**src/rtl/jtframe_sdram_resp_pkg.sv**
```systemverilog
// rtl/jtframe_sdram_resp_pkg.sv - shared state encoding and bus widths for the SDRAM responder
package jtframe_sdram_resp_pkg;

    localparam int SDRAM_AW = 22;
    localparam int SDRAM_DW = 16;

    typedef enum logic [2:0] {
        ST_IDLE,
        ST_READ,
        ST_DST,
        ST_RDY,
        ST_WRITE,
        ST_REFRESH
    } state_t;

endpackage

```
**src/rtl/jtframe_sdram_resp_ref.sv**
```systemverilog
// rtl/jtframe_sdram_resp_ref.sv - free-running refresh timer raising a sticky refresh-pending flag
module jtframe_sdram_resp_ref #(
    parameter int REF_PERIOD = 390
) (
    input  logic clk,
    input  logic rst,
    input  logic clr,
    output logic pend
);

    localparam int CW = (REF_PERIOD > 1) ? $clog2(REF_PERIOD) : 1;

    logic [CW-1:0] cnt;

    // A new period elapsing wins over a simultaneous clear so no refresh is lost.
    always_ff @(posedge clk or negedge rst) begin
        if (!rst) begin
            cnt  <= '0;
            pend <= 1'b0;
        end else if (cnt == CW'(REF_PERIOD - 1)) begin
            cnt  <= '0;
            pend <= 1'b1;
        end else begin
            cnt <= cnt + CW'(1);
            if (clr) pend <= 1'b0;
        end
    end

endmodule

```
**src/rtl/jtframe_sdram_resp.sv**
```systemverilog
// rtl/jtframe_sdram_resp.sv - SDRAM read/download-write responder; refresh enabled by JTFRAME_SDRAM_REF_EN
module jtframe_sdram_resp
    import jtframe_sdram_resp_pkg::*;
#(
    parameter int RD_LAT     = 2,
    parameter int REF_PERIOD = 390,
    parameter int REF_LEN    = 4
) (
    input  logic                clk,
    input  logic                rst,
    input  logic                sdram_req,
    input  logic [SDRAM_AW-1:0] sdram_addr,
    output logic                sdram_ack,
    output logic                data_dst,
    output logic                data_rdy,
    output logic [SDRAM_DW-1:0] data_read,
    input  logic                downloading,
    input  logic [SDRAM_AW-1:0] prog_addr,
    input  logic [7:0]          prog_data,
    input  logic [1:0]          prog_mask,
    input  logic                prog_we,
    output logic [SDRAM_AW-1:0] mem_addr,
    output logic                mem_rd,
    output logic                mem_wr,
    output logic [1:0]          mem_be,
    output logic [SDRAM_DW-1:0] mem_din,
    input  logic [SDRAM_DW-1:0] mem_dout,
    output logic                mem_ref
);

    state_t              st, st_nxt;
    logic [2:0]          lat_cnt;
    logic [SDRAM_AW-1:0] addr_r;
    logic [SDRAM_DW-1:0] din_r;
    logic [SDRAM_DW-1:0] dread_r;
    logic [1:0]          be_r;
    logic                idle, ref_pend, rd_go, wr_go;

    assign idle  = (st == ST_IDLE);
    // Acceptance is combinational so ack/strobes land in the request cycle; gated by rst to stay 0 in reset.
    assign wr_go = rst & idle & ~ref_pend & downloading & prog_we;
    assign rd_go = rst & idle & ~ref_pend & ~downloading & sdram_req;

`ifdef JTFRAME_SDRAM_REF_EN
    localparam int RW = (REF_LEN > 1) ? $clog2(REF_LEN) : 1;
    logic [RW-1:0] ref_cnt;

    jtframe_sdram_resp_ref #(
        .REF_PERIOD (REF_PERIOD)
    ) u_ref (
        .clk  (clk),
        .rst  (rst),
        .clr  (idle & ref_pend),
        .pend (ref_pend)
    );

    always_ff @(posedge clk or negedge rst) begin
        if (!rst) ref_cnt <= '0;
        else      ref_cnt <= (st == ST_REFRESH) ? ref_cnt + RW'(1) : '0;
    end

    assign mem_ref = (st == ST_REFRESH);
`else
    // The timing parameters only shape the refresh path, which is compiled out here.
    assign ref_pend = (REF_PERIOD < 1) && (REF_LEN < 1);
    assign mem_ref  = 1'b0;
`endif

    always_comb begin
        st_nxt = st;
        case (st)
            ST_IDLE: begin
                if (ref_pend)   st_nxt = ST_REFRESH;
                else if (wr_go) st_nxt = ST_WRITE;
                else if (rd_go) st_nxt = ST_READ;
            end
            ST_READ:  if (lat_cnt == 3'(RD_LAT - 1)) st_nxt = ST_DST;
            ST_DST:   st_nxt = ST_RDY;
            ST_RDY:   st_nxt = ST_IDLE;
            ST_WRITE: st_nxt = ST_IDLE;
            ST_REFRESH: begin
`ifdef JTFRAME_SDRAM_REF_EN
                if (ref_cnt == RW'(REF_LEN - 1)) st_nxt = ST_IDLE;
`else
                st_nxt = ST_IDLE;
`endif
            end
            default:  st_nxt = ST_IDLE;
        endcase
    end

    always_ff @(posedge clk or negedge rst) begin
        if (!rst) begin
            st      <= ST_IDLE;
            lat_cnt <= '0;
            addr_r  <= '0;
            din_r   <= '0;
            be_r    <= '0;
            dread_r <= '0;
        end else begin
            st      <= st_nxt;
            lat_cnt <= (st == ST_READ) ? lat_cnt + 3'd1 : 3'd0;
            if (rd_go) addr_r <= sdram_addr;
            if (wr_go) begin
                addr_r <= prog_addr;
                din_r  <= {prog_data, prog_data};
                be_r   <= ~prog_mask;
            end
            if (st == ST_DST) dread_r <= mem_dout;
        end
    end

    assign sdram_ack = rd_go | wr_go;
    assign mem_rd    = rd_go;
    assign mem_wr    = wr_go;
    assign mem_addr  = wr_go ? prog_addr : (rd_go ? sdram_addr : addr_r);
    assign mem_din   = wr_go ? {prog_data, prog_data} : din_r;
    assign mem_be    = wr_go ? ~prog_mask : be_r;
    assign data_dst  = (st == ST_DST);
    assign data_rdy  = (st == ST_RDY);
    assign data_read = dread_r;

endmodule

```
**config.mk**
```make
export PLATFORM = sky130hd
export DESIGN_NAME = jtframe_sdram_resp
export DESIGN_NICKNAME = d
export VERILOG_FILES = /design/src/rtl/jtframe_sdram_resp_pkg.sv /design/src/rtl/jtframe_sdram_resp_ref.sv /design/src/rtl/jtframe_sdram_resp.sv
export SDC_FILE = /design/constraint.sdc
export NUM_CORES = 1
export LEC_CHECK = 0
export ABC_CLOCK_PERIOD_IN_PS = 2600
export BUFFER_PORTS_ARGS = -buffer_cell sky130_fd_sc_hd__clkbuf_2
export CELL_PAD_IN_SITES_DETAIL_PLACEMENT = 1
export CELL_PAD_IN_SITES_GLOBAL_PLACEMENT = 2
export CORE_MARGIN = 2
export CORE_UTILIZATION = 25
export DETAILED_ROUTE_END_ITERATION = 12
export PLACE_DENSITY = 0.79
export SYNTH_ARGS = -nofsm -noshare
export SYNTH_HDL_FRONTEND = slang
export SYNTH_SLANG_ARGS = --single-unit
```
**constraint.sdc**
```tcl
create_clock -name clk -period 2.6 [get_ports clk]
set_input_delay 0.52 -clock clk [delete_from_list [all_inputs] [get_ports clk]]
set_output_delay 0.52 -clock clk [all_outputs]
set_load 0.05 [all_outputs]
```
==> impl_metrics.csv <==
group,metric,value,unit
timing,finalHoldViolations,0,
setup_path,crit_path_start_kind,"flop",
cts,cts_buffers,9,
die,die_area,11810,um2
routing,via_per_inst,4.776,
yosys,synth_top_area_share,56.62,%
yosys,yosysTopAreaCell,"dfrtp_1",
power_and_ir_drop,leakage,2.047,nW
layout,num_antenna_cells,0,
timing,tns,-46.30,ps
yosys,synth_top_family_by_area,"multiplexers",
routing,vias,2517,
yosys,synth_xor_area_share,0.3196,%
cts,clk_path_buf_depth,2,
grt,grt_pass1_vias,2732,
timing,fmax,0.3823,GHz
power_and_ir_drop,switchingPower,3.346,mW
yosys,synth-main-ff-cell,"dfrtp_1",
grt,grt-ovfl-total,0,
worst_hold_path,hold_path.class,"input pin to asynchronous set/reset pin",
grt,grt_max_degree,31,
yosys,syn_area,2740,um2
place,io_buffer_count,135,
cts,cts_sinks,62,
yosys,async_flop_share,100.0,%
timing,skew,9.790,ps
yosys,synth.distinct_cells,27,
grt,antenna_found_initial,0,
power_and_ir_drop,internal_power,3.590,mW
yosys,yosys_warnings,0,
cts,htree_levels,3,
die,row_count,38,
outcome,failed_checks,"setup timing",
layout,final_util,42.87,%
timing,fin_crit_sh,100.6,%
place,dp_hpwl,6497,um
routing,dr.pass1.iters,4,
outcome,status,"finished with violations",
die,initial_core_util,25.50,%
setup_path,worstPathRequired,2080,ps
layout,drive_gt1_share,70.03,%
timing,maxSlewViolCount,0,
grt,grt_pass1_wl,14160,um
yosys,ys_ff_latch,62,
cts,clkTransAtPathRegs,70,ps
layout,synthToLayoutAreaGrowth,68.13,%
timing,period_needed,2616,ps
die,die_w,108.7,um
layout,fillers,1180,
yosys,ys_seq_area_share,56.62,%
grt,grt_use_total,15.89,%
die,ios,137,
routing,ant_nets,0,
power_and_ir_drop,sequentialPowerShare,23.7,%
timing,setup_ws,-16.04,ps
routing,drc_errors,0,
layout,layout_commonest_cell,"clkbuf_2",
power_and_ir_drop,combPwrFrac,63.7,%
place,gp_congestion,0.7000,
routing,routed_wirelength,9398,um
layout,ff_latch_area,1555,um2
routing,wl_per_cell,17.83,um
setup_path,cp-startpoint,"st[1]",
yosys,synthAdderAreaFrac,0.9132,%
die,die_height,108.7,um
routing,drt-initial-drc-count,88,
layout,finalNetCount,459,
die,coreArea,10750,um2
yosys,syn-instance-count,235,
power_and_ir_drop,clkPwrFrac,12.6,%
yosys,synth_area_leaders,"dfrtp_1 57%, mux2_2 12%, a31oi_1 5.3%",
power_and_ir_drop,total_power,6.937,mW
power_and_ir_drop,swShare,48.24,%
yosys,synth_mux_area_share,13.42,%
yosys,synth.avg_cell_area,11.66,um2
yosys,synth-edff-count,0,
yosys,synthSimpleGateAreaFrac,12.65,%
layout,multiInputGateArea,1371,um2
setup_path,path_class,"flop to output pin",
setup_path,rr_worst_depth,5,
setup_path,crit_arrival,2100,ps
cts,ctsRootBufferMaster,"clkbuf_8",
yosys,syn_nets,312,
yosys,synth_compound_area_share,10.37,%
setup_path,crit_path_max_fanout,15,
power_and_ir_drop,p_per_area,1506,nW/um2
setup_path,reg2reg_slack,810,ps
timing,finalSetupViolCount,5,
setup_path,end_kind,"output pin",
power_and_ir_drop,max-vdd-ir-drop,0.6471,mV
setup_path,r2r-start,"st[1]",
job,max_cap_violations,0,
cts,tritoncts,"yes",
layout,layout_common_cells,"93 x clkbuf_2, 59 x dfrtp_1, 28 x mux2_2, 28 x clkbuf_8, 22 x nand3_1",
cts,clkLatencyLatePin,340,ps
timing,rsz0062_at_grt,"true",
## final timing paths
check                                to
min in group clk                be_r[0]
hold / removal               lat_cnt[2]
setup / recovery           mem_addr[12]
hold reg to reg              lat_cnt[0]
setup reg to reg             addr_r[14]
max in group asynchronous     din_r[13]
## worst max-delay path, stage by stage, from the launching register on
cell,delay [ps]
dfrtp_2,440
or4b_4,610
buf_12,190
o21ai_1,170
a31oi_2,140
clkbuf_8,210
## layer usage
metal  track usage [%]  part of all wire, %  vias up
li1                  -                    -     1144
met2             27.77                   52       75
met3             3.048                  4.1       15
met1             18.97                   41     1283
met4             6.960                  2.1        0
met5                 0                    0        -
## sequential cells by signal, indices dropped and copies added, names as in the netlist
| name | flops |
|---|---|
| be_r | 2 |
| st | 3 |
| data_read | 16 |
| din_r | 16 |
| addr_r | 22 |
| lat_cnt | 3 |
## power groups by stage
stage | combinational, mW | clock [mW] | sequential [mW]
final | 4.42 | 0.872 | 1.65
after global routing | 4.63 | 0.953 | 1.70
after CTS | 4.17 | 0.913 | 1.62
after detailed placement | 3.49 | 0 | 1.63
after global placement | 3.44 | 0 | 1.61
after floorplan | 2.25 | 0 | 2.03
## layout make-up
class                      count  area share (%)
clock buffer                  13           3.449
clock inverter                 3          0.9234
inverter                       5          0.5703
multi-input combinational    149           29.77
sequential                    62           33.76
tap                          140           3.802
timing repair buffer         155           27.73
## synth_stat cells (2+ instances only)
cell type and count:
nand2b_1 3, nor3_1 22, mux2_4 2, ha_1 2, nand3_1 22, clkbuf_1 6
nand2_1 4, dfrtp_1 62, buf_6 7, buf_2 5, nor2_1 4, nor2b_1 2
o21ai_0 26, inv_1 4, mux2_2 30, a31oi_1 23
## timing repair
| item | 4_1_cts | 5_1_grt |
|---|---|---|
| resized for setup | 129 | 61 |
| buffers inserted | 4 | 0 |
| hold endpoints to repair | 0 | 0 |
| setup endpoints to repair | 40 | 41 |
| gates cloned | 0 | 1 |
| hold buffers | 0 | 0 |
| pin swaps | 1 | 0 |
## cells by family after synthesis
| group | count (synthesis) |
|---|---|
| other | 1 |
| buffers and inverters | 24 |
| multiplexers | 32 |
| AND/OR/NAND/NOR | 62 |
| AO/OA/AOI/OAI | 51 |
| flip-flops | 62 |
| XOR/XNOR | 1 |
| adder cells (fa/ha/maj) | 2 |
## through the flow
stage / area [um2] / instances / setup slack [ps] / hold slack [ps]
final: 4607 / 527 / -16.04 / 181.8
after global routing: 4607 / 527 / -85.28 / 178.6
after global placement: 3712 / 506 / 109.8 / 450.1
after CTS: 4399 / 526 / -29.90 / 162.1
after detailed placement: 3712 / 506 / -2.661 / 459.7
after floorplan: 2853 / 235 / -237.2 / 224.4
(Power assumes the default switching activity.)
